### config.mk
export PLATFORM = sky130hd
export DESIGN_NAME = lut_cfg_loader_flat
export DESIGN_NICKNAME = d
export VERILOG_FILES = /design/src/rtl/lut_cfg_loader_if.sv /design/src/rtl/lut_cfg_loader.sv /design/src/flat_wrapper.sv
export SDC_FILE = /design/constraint.sdc
export NUM_CORES = 1
export LEC_CHECK = 0
export CAP_MARGIN = 20
export CORE_MARGIN = 2
export CORE_UTILIZATION = 25
export DETAILED_ROUTE_END_ITERATION = 8
export PLACE_DENSITY = 0.5
export REMOVE_ABC_BUFFERS = 1
export SETUP_SLACK_MARGIN = 0.5
export SLEW_MARGIN = 20
export SYNTH_ARGS = -nofsm -noshare
export SYNTH_HDL_FRONTEND = slang
export SYNTH_SLANG_ARGS = --single-unit
### constraint.sdc
create_clock -name cclk -period 2.4 [get_ports cclk]
set_input_delay 0.24 -clock cclk [delete_from_list [all_inputs] [get_ports cclk]]
set_output_delay 0.24 -clock cclk [all_outputs]
set_load 0.1 [all_outputs]
### src/rtl/lut_cfg_loader_if.sv
// Bit-serial configuration bus between a bitstream source (master) and the
// LUT configuration loader (slave).
interface lut_cfg_loader_if #(
    parameter int CFG_WIDTH = 33,
    parameter int NUM_WORDS = 4,
    parameter int IDX_W     = 2
);
    logic                 start;
    logic                 bit_in;
    logic                 bit_valid;
    logic                 bit_ready;
    logic [CFG_WIDTH-1:0] config_out;
    logic [NUM_WORDS-1:0] cen_out;
    logic [IDX_W-1:0]     word_idx;
    logic                 done;
    logic                 err;

    modport master (
        output start, bit_in, bit_valid,
        input  bit_ready, config_out, cen_out, word_idx, done, err
    );

    modport slave (
        input  start, bit_in, bit_valid,
        output bit_ready, config_out, cen_out, word_idx, done, err
    );
endinterface

### src/rtl/lut_cfg_loader.sv
// Serial configuration loader for fracturable LUT slices.
// Deserializes MSB-first words {use_fracture, first_lut, second_lut}, presents
// each on config_out and strobes one slice's cen per committed word.
// Optional feature macro: LUT_CFG_PARITY_EN (one even-parity bit per word,
// bad words are dropped and flagged on a sticky err).
module lut_cfg_loader #(
    parameter int INPUTS    = 4,
    parameter int MEM_SIZE  = 2**INPUTS,
    parameter int CFG_WIDTH = 2*MEM_SIZE+1,
    parameter int NUM_WORDS = 4,
    parameter int IDX_W     = (NUM_WORDS > 1) ? $clog2(NUM_WORDS) : 1
) (
    input  logic           cclk,
    input  logic           rst_n,
    lut_cfg_loader_if.slave bus
);
    localparam int CNT_W = (CFG_WIDTH > 1) ? $clog2(CFG_WIDTH) : 1;

    localparam logic [2:0] ST_IDLE   = 3'd0;
    localparam logic [2:0] ST_SHIFT  = 3'd1;
`ifdef LUT_CFG_PARITY_EN
    localparam logic [2:0] ST_PARITY = 3'd2;
`endif
    localparam logic [2:0] ST_COMMIT = 3'd3;
    localparam logic [2:0] ST_DONE   = 3'd4;

    logic [2:0]           state;
    logic [CFG_WIDTH-1:0] sr;
    logic [CFG_WIDTH-1:0] cfg_q;
    logic [CNT_W-1:0]     cnt;
    logic [IDX_W-1:0]     idx;
    logic                 take;

`ifdef LUT_CFG_PARITY_EN
    logic err_q;
    assign bus.bit_ready = (state == ST_SHIFT) || (state == ST_PARITY);
    assign bus.err       = err_q;
`else
    assign bus.bit_ready = (state == ST_SHIFT);
    assign bus.err       = 1'b0;
`endif

    assign take           = bus.bit_valid && bus.bit_ready;
    assign bus.config_out = cfg_q;
    assign bus.word_idx   = idx;
    assign bus.done       = (state == ST_DONE);

    // One-hot slice strobe, live only during the COMMIT cycle.
    always_comb begin
        bus.cen_out = '0;
        for (int k = 0; k < NUM_WORDS; k++)
            bus.cen_out[k] = (state == ST_COMMIT) && (idx == IDX_W'(k));
    end

    // Load sequencer: shift, (parity check), commit, advance word index.
    always_ff @(posedge cclk or negedge rst_n) begin
        if (!rst_n) begin
            state <= ST_IDLE;
            sr    <= '0;
            cfg_q <= '0;
            cnt   <= '0;
            idx   <= '0;
`ifdef LUT_CFG_PARITY_EN
            err_q <= 1'b0;
`endif
        end else if (bus.start) begin
            // Restart wins over any same-cycle bit; config_out is kept.
            state <= ST_SHIFT;
            cnt   <= '0;
            idx   <= '0;
`ifdef LUT_CFG_PARITY_EN
            err_q <= 1'b0;
`endif
        end else begin
            case (state)
                ST_SHIFT: if (take) begin
                    sr <= {sr[CFG_WIDTH-2:0], bus.bit_in};
                    if (cnt == CNT_W'(CFG_WIDTH-1)) begin
                        cnt <= '0;
`ifdef LUT_CFG_PARITY_EN
                        state <= ST_PARITY;
`else
                        state <= ST_COMMIT;
                        cfg_q <= {sr[CFG_WIDTH-2:0], bus.bit_in};
`endif
                    end else begin
                        cnt <= cnt + 1'b1;
                    end
                end
`ifdef LUT_CFG_PARITY_EN
                ST_PARITY: if (take) begin
                    if ((^{sr, bus.bit_in}) == 1'b0) begin
                        state <= ST_COMMIT;
                        cfg_q <= sr;
                    end else begin
                        // Drop the word; the source resends it at the same index.
                        state <= ST_SHIFT;
                        err_q <= 1'b1;
                    end
                end
`endif
                ST_COMMIT: begin
                    if (idx < IDX_W'(NUM_WORDS-1)) begin
                        idx   <= idx + 1'b1;
                        state <= ST_SHIFT;
                    end else begin
                        state <= ST_DONE;
                    end
                end
                default: ;
            endcase
        end
    end
endmodule

### src/flat_wrapper.sv
// flat-port wrapper written by rule: the top's interface ports become plain ports
module lut_cfg_loader_flat 
#(
    parameter int INPUTS    = 4,
    parameter int MEM_SIZE  = 2**INPUTS,
    parameter int CFG_WIDTH = 2*MEM_SIZE+1,
    parameter int NUM_WORDS = 4,
    parameter int IDX_W     = (NUM_WORDS > 1) ? $clog2(NUM_WORDS) : 1
)
  (cclk, rst_n, bus_start, bus_bit_in, bus_bit_valid, bus_bit_ready, bus_config_out, bus_cen_out, bus_word_idx, bus_done, bus_err);
  lut_cfg_loader_if #(.CFG_WIDTH(CFG_WIDTH), .NUM_WORDS(NUM_WORDS), .IDX_W(IDX_W)) bus_i ();
  input  logic cclk;
  input  logic rst_n;
  input wire logic [$bits(bus_i.start)-1:0] bus_start;
  input wire logic [$bits(bus_i.bit_in)-1:0] bus_bit_in;
  input wire logic [$bits(bus_i.bit_valid)-1:0] bus_bit_valid;
  output wire logic [$bits(bus_i.bit_ready)-1:0] bus_bit_ready;
  output wire logic [$bits(bus_i.config_out)-1:0] bus_config_out;
  output wire logic [$bits(bus_i.cen_out)-1:0] bus_cen_out;
  output wire logic [$bits(bus_i.word_idx)-1:0] bus_word_idx;
  output wire logic [$bits(bus_i.done)-1:0] bus_done;
  output wire logic [$bits(bus_i.err)-1:0] bus_err;
  assign bus_i.start = bus_start;
  assign bus_i.bit_in = bus_bit_in;
  assign bus_i.bit_valid = bus_bit_valid;
  assign bus_bit_ready = bus_i.bit_ready;
  assign bus_config_out = bus_i.config_out;
  assign bus_cen_out = bus_i.cen_out;
  assign bus_word_idx = bus_i.word_idx;
  assign bus_done = bus_i.done;
  assign bus_err = bus_i.err;
  lut_cfg_loader #(.INPUTS(INPUTS), .MEM_SIZE(MEM_SIZE), .CFG_WIDTH(CFG_WIDTH), .NUM_WORDS(NUM_WORDS), .IDX_W(IDX_W)) u_core (.cclk(cclk), .rst_n(rst_n), .bus(bus_i));
endmodule
==> flow_summary.json, run 1 <==
{
  "worst-endpoint-required_ns": 2.61,
  "status": "finished clean",
  "avgRoutedWirePerCell_microns": 13.7,
  "ctsLongestPathBuffers": 2,
  "critPathLaunch": "u_core.cnt[0]$_DFFE_PN0P_",
  "worstSetupStartpointType": "flop",
  "ys.warnings.count": 0,
  "syn_to_final_growth_pct": 34.4,
  "ant_nets": 0,
  "drtIter0Drc": 108,
  "io_buffers": 45,
  "floorplan.rows": 40,
  "fin_crit_ns": 2.01,
  "timing_worst_setup_path_type": "reg -> reg",
  "drt_first_pass_iters": 4,
  "worst-endpoint-arrival_ns": 2.21,
  "grt_pass1_wl_mm": 9.53,
  "synth_edf_count": 0,
  "track_usage_pct": 9.28,
  "ios": 47,
  "floorplan.initialDensity_pct": 25.6,
  "final.fill_count": 1187,
  "design.final.nets": 282,
  "worstPathMaxFanout": 10,
  "fp.dieW_microns": 115,
  "yosys.cell_types.count": 30,
  "setup_violations_final": 0,
  "post_synthesis_adder_cell_area_fraction_pct": 2.44,
  "netlist_area_sq_mm": 0.00308,
  "cts.htree.levels": 3,
  "critical_path_depth": 8,
  "grt_max_degree": 49,
  "detail_route.vias_per_cell": 4.30,
  "floorplan.die_area_sq_mm": 0.0132,
  "synth.area.mux_share_pct": 24.1,
  "clock_tree_root_driver_cell": "clkbuf_16",
  "post-route-drc-count": 0,
  "clock_tree_from_tritoncts": "built",
  "setup_skew_after_layout_ns": 0.00716,
  "worst-path-buf-inv": 3,
  "irDropWorstVdd_mv": 0.329,
  "power.density_mw_per_mm2": 756,
  "cp_top_family": "simple AND/OR/NAND/NOR gates",
  "synthArstFlopShare_pct": 100,
  "number_of_buffers_added_by_the_clock_tree_synthesis_step": 9,
  "clk_transition_reported_paths_ns": 0.06,
  "synth_seq_area_share_pct": 61.8,
  "layout-drive-gt1-share_pct": 52.4,
  "critical_path.endpoint_type": "flop",
  "post-route-period-util_pct": 83.6,
  "combinational_family_with_the_most_area_after_synthesis": "multiplexers",
  "tightest_slew_ns": 0.627,
  "post_synth_and_or_nand_nor_area_fraction_pct": 6.54,
  "dp_hpwl_mm": 3.66,
  "largest_cells_by_area_after_synthesis": "dfrtp_1, mux2_2, ha_1",
  "postSynthAreaPerCell_sq_um": 14.9,
  "grt_setup_unrepaired": "true",
  "slew_headroom_pct": 58.2,
  "total_grt_overflow": 0,
  "worst_hold_check_path_type": "in -> async",
  "timing.critical_path.cells": "inv_2 -> ha_4 -> nand2_2 -> or4_4 -> nor3_4 -> buf_4 -> buf_12 -> mux2_2",
  "final_max_slew_viol_count": 0,
  "syn-instance-count": 207,
  "gp_routability_congestion": 0.674,
  "timing.reg2reg.setup_slack_ns": 0.39,
  "skew_pair_late_insertion_delay_ns": 0.32,
  "dp.cells": 396,
  "max-cap-violations": 0,
  "ys_ff_latch": 76,
  "synth.top_cell.area_share_pct": 61.8,
  "critPathMaxStageDelay_ns": 0.44,
  "r2r.worst_path.cells": 8,
  "number_of_antenna_violations_at_the_first_check_in_global_routing": 0,
  "total_wirelength_of_the_detailed_routed_design_mm": 5.78,
  "vias_in_the_first_global_route": 1834,
  "synth_top_cell_by_area": "dfrtp_1",
  "finalPower_mw": 3.13,
  "critical_path.endpoint": "u_core.bus.config_out[1]$_DFFE_PN0P_",
  "achievable_frequency_mhz": 498,
  "core_area_sq_mm": 0.0120,
  "cellLeakagePower_nw": 2.02,
  "diodes": 0,
  "primary_flip_flop_cell_chosen_by_synthesis_mapping": "dfrtp_1",
  "timing.rr.end": "u_core.bus.config_out[1]$_DFFE_PN0P_",
  "synth_xor_xnor_area_share_pct": 0.853,
  "numClockSinks": 76,
  "critical_path.slowest_cell": "or4_4",
  "hold_viol": 0,
  "instances_no_fill": 422,
  "fraction_of_the_mapped_netlist_area_in_compound_gates_pct": 1.26,
  "via_count": 1814,
  "crit-reg2reg-launch": "u_core.cnt[0]$_DFFE_PN0P_",
  "floorplan.die.height_microns": 115
}
-- registers in the layout, summed over array words and instances (netlist names) --
register / cells
u_core.cnt: 6
u_core.bus.config_out: 33
u_core.bus.word_idx: 2
u_core.state: 3
u_core.sr: 32
-- synthesized netlist by cell type (3+ instances only) --
| cell | instances |
|---|---|
| a21oi_1 | 5 |
| and2_1 | 3 |
| buf_4 | 4 |
| buf_6 | 3 |
| dfrtp_1 | 76 |
| ha_1 | 6 |
| inv_1 | 6 |
| mux2_2 | 64 |
| nand2_1 | 9 |
| nand3_1 | 3 |
| nor2_1 | 5 |
-- metrics by stage --
| step | util, % | worst slack (ns) | instance area, sq um | setup TNS [ns] | hold WS [ns] |
|---|---|---|---|---|---|
| finish | 34.4 | 0.394 | 4140 | 0 | 0.480 |
| global route | 34.4 | 0.279 | 4140 | 0 | 0.527 |
| CTS | 33.9 | 0.395 | 4070 | 0 | 0.508 |
| detailed placement | 30.1 | 0.302 | 3610 | 0 | 0.309 |
| global placement | 30.1 | 0.332 | 3610 | 0 | 0.305 |
| floorplan | - | -1.67 | 3010 | -91.64 | -0.0556 |
-- worst reg2reg max path: cells and delay by family (launching register included) --
family                   cells  cell delay (ns)
buffers and inverters        3             0.37
AND/OR/NAND/NOR              3             0.68
multiplexers                 1             0.33
flip-flops                   1             0.39
adder cells (fa/ha/maj)      1             0.13
-- cell families after synthesis --
logic type                 after synthesis
xor gates and xnor gates                 3
buffers and inverters                   14
AOI/OAI and AO/OA                        7
DFF                                     76
muxes                                   66
and+or+nand+nor                         34
other                                    1
adders and majority gates                6
-- metal layers --
layer	routed length, microns	GRT usage, %	vias up
met3	303	3.32	8
met1	2850	12.9	918
met5	0	0	-
met2	2550	13.2	40
met4	71	3.61	0
li1	-	-	848
-- cells in the final DEF, fill, tap and decap left out, types with 4 or more instances in the layout --
cell	instances
nand2_1	7
mux2_2	51
nor2_1	4
a21oi_1	5
ha_1	5
dfrtp_1	76
clkbuf_16	10
buf_4	48
inv_1	5
mux2_4	13
-- how the worst min path moves through the flow --
stage,startpoint,endpoint,slack [ns],depth (start not counted)
6_report,rst_n,u_core.bus.config_out[12]$_DFFE_PN0P_,0.48,2
5_1_grt,u_core.bus.config_out[26]$_DFFE_PN0P_,u_core.bus.config_out[26]$_DFFE_PN0P_,0.53,1
4_1_cts,rst_n,u_core.bus.config_out[12]$_DFFE_PN0P_,0.51,2
3_5_place_dp,rst_n,u_core.bus.config_out[12]$_DFFE_PN0P_,0.31,1
3_3_place_gp,rst_n,u_core.bus.config_out[12]$_DFFE_PN0P_,0.30,1
2_1_floorplan,rst_n,u_core.bus.config_out[0]$_DFFE_PN0P_,-0.06,0
-- repair_timing --
action,CTS,global route
gates resized for setup,16,12
hold buffers,1,0
cloned,2,1
setup buffers,7,0
endpoints found under the setup margin,33,57
hold endpoints to repair,47,0
-- power breakdown --
part | switching (mW) | total [mW] | internal (mW)
clock | 0.491 | 1.39 | 0.901
combinational | 0.112 | 0.240 | 0.128
sequential | 0.0896 | 1.50 | 1.41
total | 0.693 | 3.13 | 2.43
-- cell type report --
| type | count | area (sq um) | area share [%] |
|---|---|---|---|
| clock buffer | 10 | 229 | 5.53 |
| clock inverter | 5 | 77.6 | 1.87 |
| inverter | 6 | 22.5 | 0.544 |
| multi-input combinational | 117 | 1160 | 28.1 |
| sequential | 76 | 1900 | 46.0 |
| tap | 147 | 184 | 4.45 |
| timing repair buffer | 61 | 562 | 13.6 |
No activity file was read; power rests on OpenSTA's default activity.
==> run 2, diff against run 1 <==
--- a/config.mk
+++ b/config.mk
@@ -9,7 +9,7 @@
 export CORE_MARGIN = 2
 export CORE_UTILIZATION = 25
 export DETAILED_ROUTE_END_ITERATION = 8
-export PLACE_DENSITY = 0.5
+export PLACE_DENSITY = 0.52
 export REMOVE_ABC_BUFFERS = 1
 export SETUP_SLACK_MARGIN = 0.5
 export SLEW_MARGIN = 20
==> constraint.sdc (replaced) <==
create_clock -name cclk -period 1.8 [get_ports cclk]
set_input_delay 0.18 -clock cclk [delete_from_list [all_inputs] [get_ports cclk]]
set_output_delay 0.18 -clock cclk [all_outputs]
set_load 0.1 [all_outputs]
==> run 2 against run 1 <==
  * The run now ends with setup timing left
  * Via count is 8.9% higher
  * Final cell count increased by 8.1%
  * Routed wire length grew 21%
  * Critical path depth did not move
  * Clock power is 23% higher
  * Sequential cell count did not move
  * Global-route usage grew 1.2 points
  * Sequential share of layout area decreased by 6.4 points
  * Critical endpoint is now u_core.bus.config_out[20]$_DFFE_PN0P_
==> flow_summary.json, run 2 (synthesized netlist as in run 1, its figures left out) <==
{
  "fin_crit_ns": 2.01,
  "ant_nets": 0,
  "clock_tree_from_tritoncts": "built",
  "cts.htree.levels": 3,
  "grt_setup_unrepaired": "true",
  "critPathMaxStageDelay_ns": 0.44,
  "track_usage_pct": 10.5,
  "cellLeakagePower_nw": 2.33,
  "worst-endpoint-required_ns": 2.01,
  "skew_pair_late_insertion_delay_ns": 0.33,
  "design.final.nets": 315,
  "critical_path.slowest_cell": "or4_4",
  "vias_in_the_first_global_route": 1987,
  "critical_path_depth": 8,
  "grt_max_degree": 38,
  "ctsLongestPathBuffers": 2,
  "core_area_sq_mm": 0.0120,
  "via_count": 1975,
  "detail_route.vias_per_cell": 4.33,
  "hold_viol": 0,
  "worst-endpoint-arrival_ns": 2.22,
  "timing.critical_path.cells": "inv_2 -> ha_4 -> nand2_2 -> or4_4 -> nor3_4 -> buf_12 -> clkbuf_16 -> mux2_2",
  "worstPathMaxFanout": 8,
  "floorplan.die.height_microns": 115,
  "layout-drive-gt1-share_pct": 64.1,
  "fp.dieW_microns": 115,
  "setup_ws_ns": -0.211,
  "gp_routability_congestion": 0.667,
  "grt_pass1_wl_mm": 10.6,
  "final_max_slew_viol_count": 0,
  "final.fill_count": 1139,
  "final_cell_mix": "dfrtp_1, buf_4, mux2_4",
  "cp_top_family": "simple AND/OR/NAND/NOR gates",
  "post-place-ws_ns": -0.195,
  "number_of_buffers_added_by_the_clock_tree_synthesis_step": 9,
  "finalPower_mw": 4.22,
  "total_grt_overflow": 0,
  "drtIter0Drc": 78,
  "r2r.worst_path.cells": 8,
  "syn_to_final_growth_pct": 56.0,
  "violations": "setup timing",
  "worst_hold_check_path_type": "in -> async",
  "critical_path.endpoint_type": "flop",
  "timing_worst_setup_path_type": "reg -> reg",
  "post-route-drc-count": 0,
  "number_of_antenna_violations_at_the_first_check_in_global_routing": 0,
  "power.density_mw_per_mm2": 879,
  "dp_hpwl_mm": 3.89,
  "worst-path-buf-inv": 3,
  "clk_transition_reported_paths_ns": 0.06,
  "max_ffs_per_register": 33,
  "drt_first_pass_iters": 4,
  "post-route-period-util_pct": 112,
  "setup_skew_after_layout_ns": 0.00515,
  "ios": 47,
  "clock_tree_root_driver_cell": "clkbuf_16",
  "floorplan.initialDensity_pct": 25.6,
  "mostFrequentLayoutCell": "dfrtp_1",
  "io_buffers": 45,
  "worstSetupStartpointType": "flop",
  "floorplan.rows": 40,
  "setup_violations_final": 33,
  "numClockSinks": 76,
  "status": "finished with violations",
  "max-cap-violations": 0,
  "total_wirelength_of_the_detailed_routed_design_mm": 7.00,
  "floorplan.die_area_sq_mm": 0.0132,
  "avgRoutedWirePerCell_microns": 15.3,
  "diodes": 0,
  "achievable_frequency_mhz": 497,
  "irDropWorstVdd_mv": 0.543
}
==> run 2: routing by layer <==
layer	up-vias	part of all wire, %	global-route usage (%)
li1	917	-	-
met3	7	4.2	4.16
met2	43	47	15.4
met1	1008	48	14.3
met5	-	0	0
met4	0	0.93	3.45
==> run 2: layout make-up <==
class | count | area, sq um | share of cell area [%]
Sequential cell | 76 | 1900 | 39.6
Multi-Input combinational cell | 117 | 1390 | 28.9
Timing Repair Buffer | 94 | 1010 | 21.1
Clock buffer | 12 | 267 | 5.55
Tap cell | 147 | 184 | 3.83
Inverter | 6 | 25.0 | 0.521
Clock inverter | 4 | 22.5 | 0.469
==> run 2: timing repair <==
item	in CTS	in global routing
cloned	3	4
pin swaps	17	11
buffers inserted	14	6
endpoints found under the hold margin	34	0
endpoints found under the setup margin	79	84
resized for setup	64	36
hold buffers	1	0
==> run 2: where the power goes <==
part / internal [mW] / total (mW) / switching (mW)
sequential: 1.88 / 2.01 / 0.137
combinational: 0.321 / 0.505 / 0.183
clock: 1.04 / 1.71 / 0.667
==> run 2: worst paths after layout <==
check	endpoint	start	slack [ns]
min	u_core.cnt[3]$_DFFE_PN0P_	rst_n	0.36
min reg2reg	u_core.bus.config_out[26]$_DFFE_PN0P_	u_core.bus.config_out[26]$_DFFE_PN0P_	0.51
max in group asynchronous	u_core.sr[7]$_DFFE_PN0P_	rst_n	0.80
max reg2reg	u_core.bus.config_out[20]$_DFFE_PN0P_	u_core.cnt[1]$_DFFE_PN0P_	-0.21
max	u_core.bus.config_out[20]$_DFFE_PN0P_	u_core.cnt[1]$_DFFE_PN0P_	-0.21
min in group cclk	u_core.bus.config_out[0]$_DFFE_PN0P_	bus_bit_in	0.50
==> run 2: metrics by stage <==
| step | cells | hold slack [ns] | TNS, ns | cell area (sq um) | utilization (%) |
|---|---|---|---|---|---|
| floorplan | 199 | -0.116 | -134.21 | 3010 | - |
| global placement | 412 | 0.180 | -4.90 | 3820 | 31.8 |
| detailed placement | 412 | 0.179 | -6.38 | 3820 | 31.8 |
| CTS | 446 | 0.381 | -5.92 | 4520 | 37.6 |
| global route | 456 | 0.399 | -8.55 | 4800 | 40.0 |
| finish | 456 | 0.357 | -5.82 | 4800 | 40.0 |
==> run 3, diff against run 2 <==
--- a/config.mk
+++ b/config.mk
@@ -9,7 +9,7 @@
 export CORE_MARGIN = 2
 export CORE_UTILIZATION = 25
 export DETAILED_ROUTE_END_ITERATION = 8
-export PLACE_DENSITY = 0.52
+export PLACE_DENSITY = 0.51
 export REMOVE_ABC_BUFFERS = 1
 export SETUP_SLACK_MARGIN = 0.5
 export SLEW_MARGIN = 20
==> run 3 against run 2 <==
  * Combinational power up 5.0%
  * Routed wire length up 8.7%
  * Total power is 3.3% higher
  * The run still ends with setup timing left
  * Critical path depth stayed put
  * Worst hold slack gained 0.050 ns
  * First-iteration DRC count decreased by 13%
  * Final cell count grew 3.1%
  * Largest cell class unchanged
==> flow_summary.json, run 3 (synthesized netlist as in run 1, its figures left out) <==
{
  "status": "finished with violations",
  "violations": "setup timing",
  "critical_path_depth": 8,
  "io_buffers": 45,
  "ios": 47,
  "design.final.nets": 330,
  "track_usage_pct": 10.8,
  "post-route-drc-count": 0,
  "mostFrequentLayoutCell": "dfrtp_1",
  "worst-endpoint-required_ns": 2.01,
  "grt_max_degree": 77,
  "clock_tree_from_tritoncts": "built",
  "avgRoutedWirePerCell_microns": 16.2,
  "achievable_frequency_mhz": 491,
  "grt_pass1_wl_mm": 11.1,
  "cellLeakagePower_nw": 2.45,
  "diodes": 0,
  "hold-worst-slack_ns": 0.408,
  "final_max_slew_viol_count": 0,
  "final.setup.tns_ns": -8.11,
  "numClockSinks": 76,
  "total_wirelength_of_the_detailed_routed_design_mm": 7.60,
  "floorplan.die_area_sq_mm": 0.0132,
  "vias_in_the_first_global_route": 2109,
  "ctsLongestPathBuffers": 2,
  "final_cell_mix": "dfrtp_1, mux2_4, buf_4",
  "irDropWorstVdd_mv": 0.469,
  "clk_transition_reported_paths_ns": 0.06,
  "instances_no_fill": 470,
  "hold_viol": 0,
  "grt_setup_unrepaired": "true",
  "fin_crit_ns": 2.04,
  "ant_nets": 0,
  "cp_top_family": "simple AND/OR/NAND/NOR gates",
  "floorplan.rows": 40,
  "drt_first_pass_iters": 4,
  "skew_pair_late_insertion_delay_ns": 0.32,
  "worst-path-buf-inv": 3,
  "timing_worst_setup_path_type": "reg -> reg",
  "max-cap-violations": 0,
  "dp.cells": 411,
  "setup_violations_final": 53,
  "finalPower_mw": 4.36,
  "syn_to_final_growth_pct": 64.9,
  "fp.dieW_microns": 115,
  "setup_skew_after_layout_ns": 0.00711,
  "via_count": 2029,
  "gp_routability_congestion": 0.661,
  "floorplan.die.height_microns": 115,
  "core_area_sq_mm": 0.0120,
  "critical_path.endpoint_type": "flop",
  "dp_hpwl_mm": 3.63,
  "worstPathMaxFanout": 8,
  "number_of_buffers_added_by_the_clock_tree_synthesis_step": 9,
  "critical_path.slowest_cell": "or4_4",
  "critPathMaxStageDelay_ns": 0.44,
  "layout-drive-gt1-share_pct": 65.0,
  "floorplan.initialDensity_pct": 25.6,
  "post-route-period-util_pct": 113,
  "worst_hold_check_path_type": "in -> async",
  "timing.critical_path.cells": "inv_2 -> ha_4 -> nand2_2 -> or4_4 -> nor3_4 -> buf_12 -> clkbuf_16 -> mux2_4",
  "timing.reg2reg.setup_slack_ns": -0.24,
  "cts.htree.levels": 3,
  "worstSetupStartpointType": "flop",
  "worst-endpoint-arrival_ns": 2.24,
  "drtIter0Drc": 68,
  "clock_tree_root_driver_cell": "clkbuf_16",
  "power.density_mw_per_mm2": 859,
  "r2r.worst_path.cells": 8,
  "max_ffs_per_register": 33,
  "total_grt_overflow": 0,
  "post-place-ws_ns": -0.189,
  "detail_route.vias_per_cell": 4.32,
  "number_of_antenna_violations_at_the_first_check_in_global_routing": 0,
  "setup_ws_ns": -0.239
}
[run 3: cell count changes in the layout (fill, tap and decap cells not counted), moves of 2 or more]
cell      before  now
buf_12        10   13
buf_4         58   54
buf_6         16   32
clkinv_2       3    0
mux2_2        11    0
mux2_4        54   65
nand2_2        5    3
nand3_1        3    1
nand3_2        0    2
[run 3: repair_timing]
action,4_1_cts,5_1_grt
pin swaps,19,14
setup buffers,30,6
gates cloned,3,4
resized for setup,74,56
hold buffers,1,0
setup endpoints to repair,79,83
endpoints found under the hold margin,76,0
[run 3: final timing paths]
kind | startpoint | end
worst max-delay path | u_core.cnt[0]$_DFFE_PN0P_ | u_core.bus.config_out[30]$_DFFE_PN0P_
worst min-delay path | rst_n | u_core.cnt[5]$_DFFE_PN0P_
worst max register to register | u_core.cnt[0]$_DFFE_PN0P_ | u_core.bus.config_out[30]$_DFFE_PN0P_
worst min register to register | u_core.sr[31]$_DFFE_PN0P_ | u_core.bus.config_out[32]$_DFFE_PN0P_
max in group asynchronous | rst_n | u_core.bus.config_out[31]$_DFFE_PN0P_
min in group cclk | bus_bit_in | u_core.bus.config_out[0]$_DFFE_PN0P_
[run 3: tightest hold or removal path: cells and delay by family]
| family | cells | cell delay (ns) |
|---|---|---|
| buffers and inverters | 3 | 0.97 |
[run 3: area by class of cell]
| class | count | area (sq um) |
|---|---|---|
| Sequential cell | 76 | 1900 |
| Tap cell | 147 | 184 |
| Clock inverter | 3 | 46.3 |
| Timing Repair Buffer | 109 | 1220 |
| Multi-Input combinational cell | 117 | 1440 |
| Inverter | 6 | 25.0 |
| Clock buffer | 12 | 256 |
| Fill cell | 1105 | 6930 |
[run 3: per-stage QoR]
stage               area (sq um)  util [%]
global placement            3810      31.7
global route                5080      42.3
detailed placement          3810      31.7
finish                      5080      42.3
floorplan                   3010         -
CTS                         4720      39.3
[run 3: report_power, final]
group	leakage [nW]	switching (mW)	internal (mW)
Sequential	1.03	0.139	1.87
Combinational	1.28	0.195	0.335
Clock	0.145	0.675	1.14
[run 3: metal layers]
metal,global-route usage [%],up-vias,share of wire [%]
li1,-,943,-
met1,14.3,1044,46
met2,17.4,36,50
met3,3.00,6,3.1
met4,2.89,0,0.92
met5,0,-,0
